`config.mk`:
```
export PLATFORM = sky130hd
export DESIGN_NAME = fpu_add_pipe
export DESIGN_NICKNAME = d
export VERILOG_FILES = /design/src/rtl/fpu_add_pipe.sv
export SDC_FILE = /design/constraint.sdc
export NUM_CORES = 1
export LEC_CHECK = 0
export CORE_MARGIN = 2
export CORE_UTILIZATION = 35
export CTS_CLUSTER_SIZE = 28
export DETAILED_ROUTE_END_ITERATION = 12
export PLACE_DENSITY_LB_ADDON = 0.2
export SKIP_LAST_GASP = 1
export SLEW_MARGIN = 5
export SYNTH_ARGS = -nofsm -noshare
export SYNTH_HDL_FRONTEND = slang
export SYNTH_SLANG_ARGS = --single-unit
```
`constraint.sdc`:
```
create_clock -name clk -period 13 [get_ports clk]
set_input_delay 3.9 -clock clk [delete_from_list [all_inputs] [get_ports clk]]
set_output_delay 3.9 -clock clk [all_outputs]
set_load 0.005 [all_outputs]
```
`src/rtl/fpu_add_pipe.sv`:
```
// fpu_add_pipe: 3-stage pipelined floating-point adder/subtractor with
// round-to-nearest-even, flush-to-zero denormals and valid/ready streaming.
module fpu_add_pipe #(
  parameter int M_size     = 23,
  parameter int E_size     = 8,
  parameter int total_size = M_size + E_size + 1
) (
  input  logic                  clk,
  input  logic                  rst_n,
  input  logic                  in_valid,
  output logic                  in_ready,
  input  logic [total_size-1:0] A,
  input  logic [total_size-1:0] B,
  input  logic                  op,
  output logic                  out_valid,
  input  logic                  out_ready,
  output logic [total_size-1:0] SUM,
  output logic                  flag_ovf,
  output logic                  flag_unf,
  output logic                  flag_inv,
  output logic                  flag_inx
);

  localparam int W       = M_size + 4;
  localparam int EW      = E_size + 2;
  localparam int MR      = M_size + 2;
  localparam int LZW     = $clog2(W + 1);
  localparam int EXP_INF = (1 << E_size) - 1;
  localparam logic [E_size-1:0]     EMAX = '1;
  localparam logic [total_size-1:0] QNAN = {1'b0, EMAX, 1'b1, {(M_size-1){1'b0}}};

  function automatic logic [LZW-1:0] lead_zeros(input logic [W-1:0] v);
    logic [LZW-1:0] n;
    n = LZW'(W);
    for (int unsigned i = 0; i < W; i++) begin
      if (v[i]) n = LZW'(W - 1 - i);
    end
    return n;
  endfunction

  logic adv;

  logic                  s1_valid_q, s1_sign_q, s1_sub_q, s1_spec_q, s1_inv_q;
  logic [E_size-1:0]     s1_exp_q;
  logic [W-1:0]          s1_ml_q, s1_ms_q;
  logic [total_size-1:0] s1_res_q;

  logic                  s2_valid_q, s2_sign_q, s2_spec_q, s2_inv_q;
  logic [E_size-1:0]     s2_exp_q;
  logic [W:0]            s2_sum_q;
  logic [total_size-1:0] s2_res_q;

  logic                  out_valid_q, ovf_q, unf_q, inv_q, inx_q;
  logic [total_size-1:0] sum_q;

  assign adv       = !out_valid_q || out_ready;
  assign in_ready  = adv;
  assign out_valid = out_valid_q;
  assign SUM       = sum_q;
  assign flag_ovf  = ovf_q;
  assign flag_unf  = unf_q;
  assign flag_inv  = inv_q;
  assign flag_inx  = inx_q;

  // ---------------- Stage 1: unpack, classify, swap, align ----------------
  logic              sa, sb;
  logic [E_size-1:0] ea, eb;
  logic [M_size-1:0] fa, fb;
  logic              a_zero, b_zero, a_inf, b_inf, a_nan, b_nan, a_snan, b_snan, inf_clash;

  assign sa        = A[total_size-1];
  assign sb        = B[total_size-1] ^ op;
  assign ea        = A[total_size-2:M_size];
  assign eb        = B[total_size-2:M_size];
  assign fa        = A[M_size-1:0];
  assign fb        = B[M_size-1:0];
  assign a_zero    = (ea == '0);
  assign b_zero    = (eb == '0);
  assign a_inf     = (ea == EMAX) && (fa == '0);
  assign b_inf     = (eb == EMAX) && (fb == '0);
  assign a_nan     = (ea == EMAX) && (fa != '0);
  assign b_nan     = (eb == EMAX) && (fb != '0);
  assign a_snan    = a_nan && !fa[M_size-1];
  assign b_snan    = b_nan && !fb[M_size-1];
  assign inf_clash = a_inf && b_inf && (sa != sb);

  logic                  a_ge, s1_sign_d, s1_sub_d, s1_spec_d, s1_inv_d;
  logic [W-1:0]          ma, mb, ml, ms, ms_al;
  logic [E_size-1:0]     el, es, ediff;
  logic [2*W-1:0]        wide;
  logic [total_size-1:0] s1_res_d;

  always_comb begin
    a_ge      = {ea, fa} >= {eb, fb};
    ma        = a_zero ? '0 : {1'b1, fa, 3'b000};
    mb        = b_zero ? '0 : {1'b1, fb, 3'b000};
    ml        = a_ge ? ma : mb;
    ms        = a_ge ? mb : ma;
    el        = a_ge ? ea : eb;
    es        = a_ge ? eb : ea;
    s1_sign_d = a_ge ? sa : sb;
    s1_sub_d  = sa ^ sb;
    ediff     = el - es;
    // Upper half is the aligned mantissa, lower half collects the shifted-out bits.
    wide      = {ms, {W{1'b0}}} >> ediff;
    if (32'(ediff) >= 32'(M_size + 3)) begin
      ms_al = {{(W-1){1'b0}}, |ms};
    end else begin
      ms_al = {wide[2*W-1:W+1], wide[W] | (|wide[W-1:0])};
    end
  end

  always_comb begin
    s1_spec_d = 1'b0;
    s1_inv_d  = 1'b0;
    s1_res_d  = '0;
    if (a_nan || b_nan || inf_clash) begin
      s1_spec_d = 1'b1;
      s1_res_d  = QNAN;
      s1_inv_d  = a_snan || b_snan || inf_clash;
    end else if (a_inf) begin
      s1_spec_d = 1'b1;
      s1_res_d  = {sa, EMAX, {M_size{1'b0}}};
    end else if (b_inf) begin
      s1_spec_d = 1'b1;
      s1_res_d  = {sb, EMAX, {M_size{1'b0}}};
    end else if (a_zero && b_zero) begin
      s1_spec_d = 1'b1;
      s1_res_d  = {sa & sb, {(total_size-1){1'b0}}};
    end else if (b_zero) begin
      s1_spec_d = 1'b1;
      s1_res_d  = A;
    end else if (a_zero) begin
      s1_spec_d = 1'b1;
      s1_res_d  = {sb, B[total_size-2:0]};
    end
  end

  // ---------------- Stage 2: magnitude add / subtract ----------------
  logic [W:0] s2_sum_d;
  logic       s2_sign_d;

  always_comb begin
    if (s1_sub_q) s2_sum_d = {1'b0, s1_ml_q} - {1'b0, s1_ms_q};
    else          s2_sum_d = {1'b0, s1_ml_q} + {1'b0, s1_ms_q};
    s2_sign_d = (s1_sub_q && (s2_sum_d == '0)) ? 1'b0 : s1_sign_q;
  end

  // ---------------- Stage 3: normalise, round, pack ----------------
  logic [LZW-1:0]        lz;
  logic [W-1:0]          mn;
  logic [EW-1:0]         e_norm, e_rnd;
  logic                  inc, inx;
  logic [MR-1:0]         mr;
  logic [M_size-1:0]     frac_r;
  logic [total_size-1:0] res_d;
  logic                  ovf_d, unf_d, inv_d, inx_d;

  always_comb begin
    lz     = '0;
    mn     = '0;
    e_norm = '0;
    res_d  = '0;
    ovf_d  = 1'b0;
    unf_d  = 1'b0;
    inv_d  = 1'b0;
    inx_d  = 1'b0;
    if (s2_sum_q[W]) begin
      mn     = {s2_sum_q[W:2], s2_sum_q[1] | s2_sum_q[0]};
      e_norm = {2'b00, s2_exp_q} + EW'(1);
    end else begin
      lz     = lead_zeros(s2_sum_q[W-1:0]);
      mn     = s2_sum_q[W-1:0] << lz;
      e_norm = {2'b00, s2_exp_q} - EW'(lz);
    end
    inc    = mn[2] & (mn[1] | mn[0] | mn[3]);
    inx    = mn[2] | mn[1] | mn[0];
    mr     = {1'b0, mn[W-1:3]} + MR'(inc);
    // A rounding carry leaves 10..0, so the fraction is the shifted-down zero field.
    frac_r = mr[MR-1] ? mr[M_size:1] : mr[M_size-1:0];
    e_rnd  = e_norm + EW'(mr[MR-1]);

    if (s2_spec_q) begin
      res_d = s2_res_q;
      inv_d = s2_inv_q;
    end else if (s2_sum_q == '0) begin
      res_d = {s2_sign_q, {(total_size-1){1'b0}}};
    end else if ($signed(e_rnd) >= $signed(EW'(EXP_INF))) begin
      res_d = {s2_sign_q, EMAX, {M_size{1'b0}}};
      ovf_d = 1'b1;
      inx_d = 1'b1;
    end else if ($signed(e_rnd) <= $signed(EW'(0))) begin
      res_d = {s2_sign_q, {(total_size-1){1'b0}}};
      unf_d = 1'b1;
      inx_d = 1'b1;
    end else begin
      res_d = {s2_sign_q, e_rnd[E_size-1:0], frac_r};
      inx_d = inx;
    end
  end

  // ---------------- Pipeline registers ----------------
  always_ff @(posedge clk or negedge rst_n) begin
    if (!rst_n) begin
      s1_valid_q  <= 1'b0;
      s1_sign_q   <= 1'b0;
      s1_sub_q    <= 1'b0;
      s1_spec_q   <= 1'b0;
      s1_inv_q    <= 1'b0;
      s1_exp_q    <= '0;
      s1_ml_q     <= '0;
      s1_ms_q     <= '0;
      s1_res_q    <= '0;
      s2_valid_q  <= 1'b0;
      s2_sign_q   <= 1'b0;
      s2_spec_q   <= 1'b0;
      s2_inv_q    <= 1'b0;
      s2_exp_q    <= '0;
      s2_sum_q    <= '0;
      s2_res_q    <= '0;
      out_valid_q <= 1'b0;
      sum_q       <= '0;
      ovf_q       <= 1'b0;
      unf_q       <= 1'b0;
      inv_q       <= 1'b0;
      inx_q       <= 1'b0;
    end else if (adv) begin
      s1_valid_q  <= in_valid;
      s1_sign_q   <= s1_sign_d;
      s1_sub_q    <= s1_sub_d;
      s1_spec_q   <= s1_spec_d;
      s1_inv_q    <= s1_inv_d;
      s1_exp_q    <= el;
      s1_ml_q     <= ml;
      s1_ms_q     <= ms_al;
      s1_res_q    <= s1_res_d;
      s2_valid_q  <= s1_valid_q;
      s2_sign_q   <= s2_sign_d;
      s2_spec_q   <= s1_spec_q;
      s2_inv_q    <= s1_inv_q;
      s2_exp_q    <= s1_exp_q;
      s2_sum_q    <= s2_sum_d;
      s2_res_q    <= s1_res_q;
      out_valid_q <= s2_valid_q;
      if (s2_valid_q) begin
        sum_q <= res_d;
        ovf_q <= ovf_d;
        unf_q <= unf_d;
        inv_q <= inv_d;
        inx_q <= inx_d;
      end
    end
  end

endmodule
```
-- Word-level counts from Yosys, hierarchy flattened
Index checks and enable logic that the tools add are counted.
- register bits: 208
- input port bits: 69
- word-level logic and storage cells: 147
- add/sub/neg operators: 7
- magnitude comparators: 4
- equality and inequality tests: 3
- shifts and indexed selects: 2
- mux-type cells: 70
- bitwise logic cells: 10
- reduce and logical (&&, ||, !) cells: 29
- operators with widths (cell ; number):
    $mux 32 ; 7
    $mux 27 ; 6
    $mux 5 ; 27
    $mux 31 ; 3
    $logic_not 28->1 ; 2
    $reduce_or 27->1 ; 2
    $shr 54x8->54 ; 1
    $logic_not 23->1 ; 2
    $reduce_bool 23->1 ; 2
    $ge 31x31->1 ; 1
    $add 27x27->28 ; 1
    $mux 28 ; 1
    $sub 27x27->28 ; 1
    $shl 27x5->27 ; 1
    $add 24x1->25 ; 1
    $mux 23 ; 1
    $mux 1 ; 22
    $eq 8x8->1 const B ; 2
    $logic_not 8->1 ; 2
    $mux 8 ; 2
    $add 10x1->10 ; 1
    $ge 10x9->1 const B ; 1
    $le 10x1->1 const B ; 1
    $logic_and 1x1->1 ; 10
    other kinds (12) ; 25

-- Depth between registers and ports, before layout
- depth after elaboration: 40
- depth in mapped cells: 33
- gate-level depth less buffers: 28

-- Worst setup path before layout
Ideal clock, no wire load.
- path kind: input port to flip-flop
- from: in B[10]
- to: reg s1_ms_q[0]
- setup time: 0.129 ns
- arrival time: 9.632 ns
- required time: 12.871 ns
- slack: 3.239 ns
- stages: 27
- buffers on the path: 7
- cells stage by stage: inv_1 > ha_1 > and3_1 > and3_1 > a211o_1 > o31a_1 > nor2_1 > buf_2 > buf_6 > buf_6 > buf_2 > buf_1 > a31oi_1 > ha_1 > clkbuf_1 > inv_1 > clkbuf_1 > mux4_2 > a221o_1 > mux2_2 > or3_1 > nor3b_1 > nand4b_1 > a211oi_1 > o211ai_1 > a41o_1 > o41a_1
- word-level cells in the longest chain between the ends: 7
- elaborated cells on any way between the ends: 12
- classes of those cells: 1 x add/sub; 2 x order compare; 1 x shift; 5 x mux; 1 x bitwise; 2 x reduce/logical
- ends and longest elaborated chain (item ; RTL line ; text):
    start, declared ; 13 ; input logic [total_size-1:0] B,
    $ge 31x31->1 ; 94 ; a_ge = {ea, fa} >= {eb, fb};
    $mux 8 (on tied branches) ; 99, 100 ;
    $sub 8x8->8 ; 103 ; ediff = el - es;
    $shr 54x8->54 ; 105 ; wide = {ms, {W{1'b0}}} >> ediff;
    $reduce_or 27->1 ; 109 ; ms_al = {wide[2*W-1:W+1], wide[W] | (|wide[W-1:0])};
    $or 1x1->1 ; 109 ;
    $mux 27 (*) ; 106 ; if (32'(ediff) >= 32'(M_size + 3)) begin
    end signal, assigned ; 235 ; s1_ms_q <= ms_al;
    end, declared ; 45 ; logic [W-1:0] s1_ml_q, s1_ms_q;
Mark *: on every way between the ends. The rest lies on a longest branch, timed or not.
A chain may end at the register's enable or synchronous reset.

-- Final worst setup path
- from: in B[23]
- to: reg s1_ms_q[0]
- word-level cells in the longest chain between the ends: 7
- elaborated cells on any way between the ends: 13
- classes of those cells: 1 x add/sub; 2 x order compare; 1 x shift; 5 x mux; 1 x bitwise; 3 x reduce/logical
- ends and longest elaborated chain (item ; RTL line ; text):
    $ge 31x31->1 / $logic_not 8->1 (equally long branches) ; 94, 78 ;
    $mux 8 (tied with other cells) ; 99 ; el = a_ge ? ea : eb;
    $sub 8x8->8 / $mux 27 (equally long branches) ; 103, 98 ;
    $shr 54x8->54 ; 105 ;
    $reduce_or 27->1 ; 109 ;
    $or 1x1->1 ; 109 ;
    $mux 27 (*) ; 106 ;
Marked as above.

==> results.md <==
* Total internal power at 2.30 mW
* Total Routed Length at 63,600 µm
* Post-synthesis sequential area ratio at 29.5%
* Routed WL per cell at 21.7 µm
* Total GRT Usage at 24.6%
* Clk sinks at 205
* Yosys top cell area share at 29.5%
* Design Power at 4.52 mW
* Number of synthesis warnings at 0
* Hold WC Path Type: flop to flop
* Sw frac at 49.1%
* Syn nets at 2,376
* Hold path endpoint: s2_res_q[0]
* Cell leakage power at 8.51 nW
* # DRC at 0
* CTS buffer count at 25
* Initial antenna violation count at 0
* CP startpoint kind: input port
* #FFs+latches synth at 205
* Initial DRC count at 1,617
* Adder-Cell Fraction of Synth Area at around 5%
* Worst Clk Skew at 0.0136 ns
* Root Buffer: clkbuf_16
* Post-cts resize count at 0
* Synth Area in XOR/XNOR at 4.54%
* Post-Syn Area at 17,400 µm²
* Rows at 81
* Critical Path Start: B[23]
* RePlAce Congestion at 0.956
* Top post-synthesis cells by area: dfrtp_1, nand2_1, nor2_1, mux2i_1, ha_1
* Routed Antenna Nets at 0
* Setup TNS Final at 0 ns
* Crit path capture type: flop
* Die height at roughly 230 µm
* Post-DP HPWL at around 49,000 µm
* Status: finished, final reports clean
* Power per cell area at 230 nW/µm²
* RSZ-0062 raised after global routing: no
* First-pass GRT wire length at 98,000 µm
* Psw at 2.22 mW
* Final min period at between 10 and 15 ns
* Worst VDD drop at 0.114 mV
* Post-synth top flop: dfrtp_1
* Clk slew on worst S/H paths at 0.06 ns
* Combinational share of power at 62.0%
* Synth unique cells at 95
* Clock Latency Late Sink at 0.54 ns
* Die width at 227 µm
* Crit Path Category: input port to flop
* Synth area leader: dfrtp_1
* Clock Path Buffers at 3
* TritonCTS clock tree: built
* Post-synthesis mux area share at around 8.8%
* Final #Nets at 2,387
* RR Endpoint: SUM[10]
* H-Tree Depth at 1
* Area delta synth->final at 13.1%
* Post-synth EDFFs at 0
* Routed vias at 17,032
* Vias in the first global route at between 15,000 and 20,000
* Hold-fix buffers, CTS at 0
* Max-cap violations at 0
* Detailed Routing Iterations Pass 1 at 6
* Starting Density at 35.5%
* Antenna Cells at 0
* Clock power frac at 14.6%
* Average cell area after synthesis at 7.77 µm²
* Max Slew Vio Count at 0
* IO Port Bufs at 106
* Number of cells on the worst hold path at 2
* Post-synthesis cell count at 2,238
* Hold_ws at 0.465 ns
* Largest family of logic cells by synthesized area: simple AND/OR/NAND/NOR gates
* Reg power frac at 23.4%
* Worst slew margin at approximately 15%
* WP data required at ~13 ns
* Io pins at 107
* Compound-Gate Fraction of Synth Area at 23.0%
* Crit-path max FO at 47
* # setup viols final at 0
* Ys async rst share at 100%
* HP Start: s2_res_q[0]
* Final count of hold timing violations at 0
* Total gr overflow at 0
* Top cells by count, synth: nand2_1, nor2_1, dfrtp_1
* Core ar. at 49,000 µm²
* Die area at 51,500 µm²
* Largest net degree at the start of global routing at 181
* R2R depth at 28
* Worst reg2reg setup slack at between 4 and 5 ns
* Most common cell in the netlist: nand2_1
* Critical Path AT at 10.75 ns
* Fraction of layout cells with a size suffix above 1 at 6.45%
* Final worst-path cycle share at about 79%
* Worst slew pin tran at between 1 and 1.5 ns
* Simple-Gate Fraction of Synth Area at between 20% and 30%
* Via density at 5.82
* Upper clock frequency limit at 0.0968 GHz
* # Post-CTS Setup Buffers at 0
* R2r startpoint: s2_sum_q[20]
==> layout by cell type (no fill, tap or decap), types with 67 or more instances in the layout <==
master	netlist	routed
a21oi_1	128	128
clkdlybuf4s50_1	0	105
dfrtp_1	205	205
ha_1	68	67
inv_1	79	78
mux2i_1	87	87
nand2_1	411	410
nor2_1	234	233
o21ai_0	127	127
xnor2_1	69	68
==> stage by stage <==
stage | cell area [µm²] | setup slack, ns | utilization [%] | cells
2_1_floorplan | 17400 | 3.24 | - | 2238
3_3_place_gp | 18900 | 2.35 | 38.6 | 2886
3_5_place_dp | 18900 | 2.26 | 38.6 | 2886
4_1_cts | 19700 | 2.79 | 40.2 | 2927
5_1_grt | 19700 | 2.19 | 40.2 | 2927
6_report | 19700 | 2.67 | 40.2 | 2927
==> state kept, by name, summed over array words and instances, names as in the netlist <==
register    flops
SUM            32
s1_res_q       32
s2_res_q       32
s2_sum_q       28
s1_ms_q        27
s1_ml_q        24
s1_exp_q        8
s2_exp_q        8
flag_inv        1
flag_inx        1
flag_ovf        1
flag_unf        1
out_valid       1
s1_inv_q        1
s1_sign_q       1
s1_spec_q       1
s1_sub_q        1
s1_valid_q      1
s2_inv_q        1
s2_sign_q       1
s2_spec_q       1
s2_valid_q      1
==> power by group through the flow <==
stage	combinational, mW	clock (mW)	sequential [mW]
floorplan	2.05	0	0.922
global placement	2.75	0	1.06
detailed placement	2.77	0	1.06
CTS	2.78	0.680	1.05
global route	3.08	0.708	1.08
finish	2.80	0.662	1.06
==> cell type report <==
cell class	instances	area, µm²
clock buffers	34	689
fillers	5103	29300
well taps	664	831
multi-input cells	1798	11300
inverters	84	319
clock inverters	7	81.3
repair buffers	135	1290
flip-flops and latches	205	5130
==> worst max-delay path: stages <==
cell	delay, ns
clkdlybuf4s50_1	0.56
inv_1	0.12
ha_2	0.33
buf_4	0.49
nand4_1	0.27
nor4_1	0.39
o31a_1	0.57
nor2_4	0.04
a31oi_1	0.22
ha_1	0.27
buf_4	0.24
inv_1	0.70
nor2_1	0.22
a22o_1	0.29
nand2_1	0.06
mux2i_1	0.07
a221o_1	0.35
mux2i_1	0.23
mux2i_1	0.14
a211oi_1	0.24
a41oi_1	0.22
a211oi_1	0.27
o211ai_1	0.15
a41o_1	0.26
o41a_1	0.11
==> cell families after synthesis <==
logic type,count (synthesis)
compound gates,597
xor+xnor,90
buf+inv,235
fa+ha+maj,69
simple gates,912
flops,205
mux,130
==> layer usage <==
| layer | share of wire [%] | track usage [%] |
|---|---|---|
| met4 | 4.2 | 9.87 |
| met1 | 46 | 35.2 |
| met3 | 5.7 | 2.16 |
| met5 | 0 | 0 |
| met2 | 44 | 38.1 |
==> worst max path at each step <==
stage / end / slack [ns]
floorplan: s1_ms_q[0] / 3.24
global placement: s1_ms_q[0] / 2.35
detailed placement: s1_ms_q[0] / 2.26
CTS: s1_ms_q[0] / 2.79
global route: s1_ms_q[26] / 2.19
finish: s1_ms_q[0] / 2.67
Note: power is estimated with default switching activity, not from simulation.
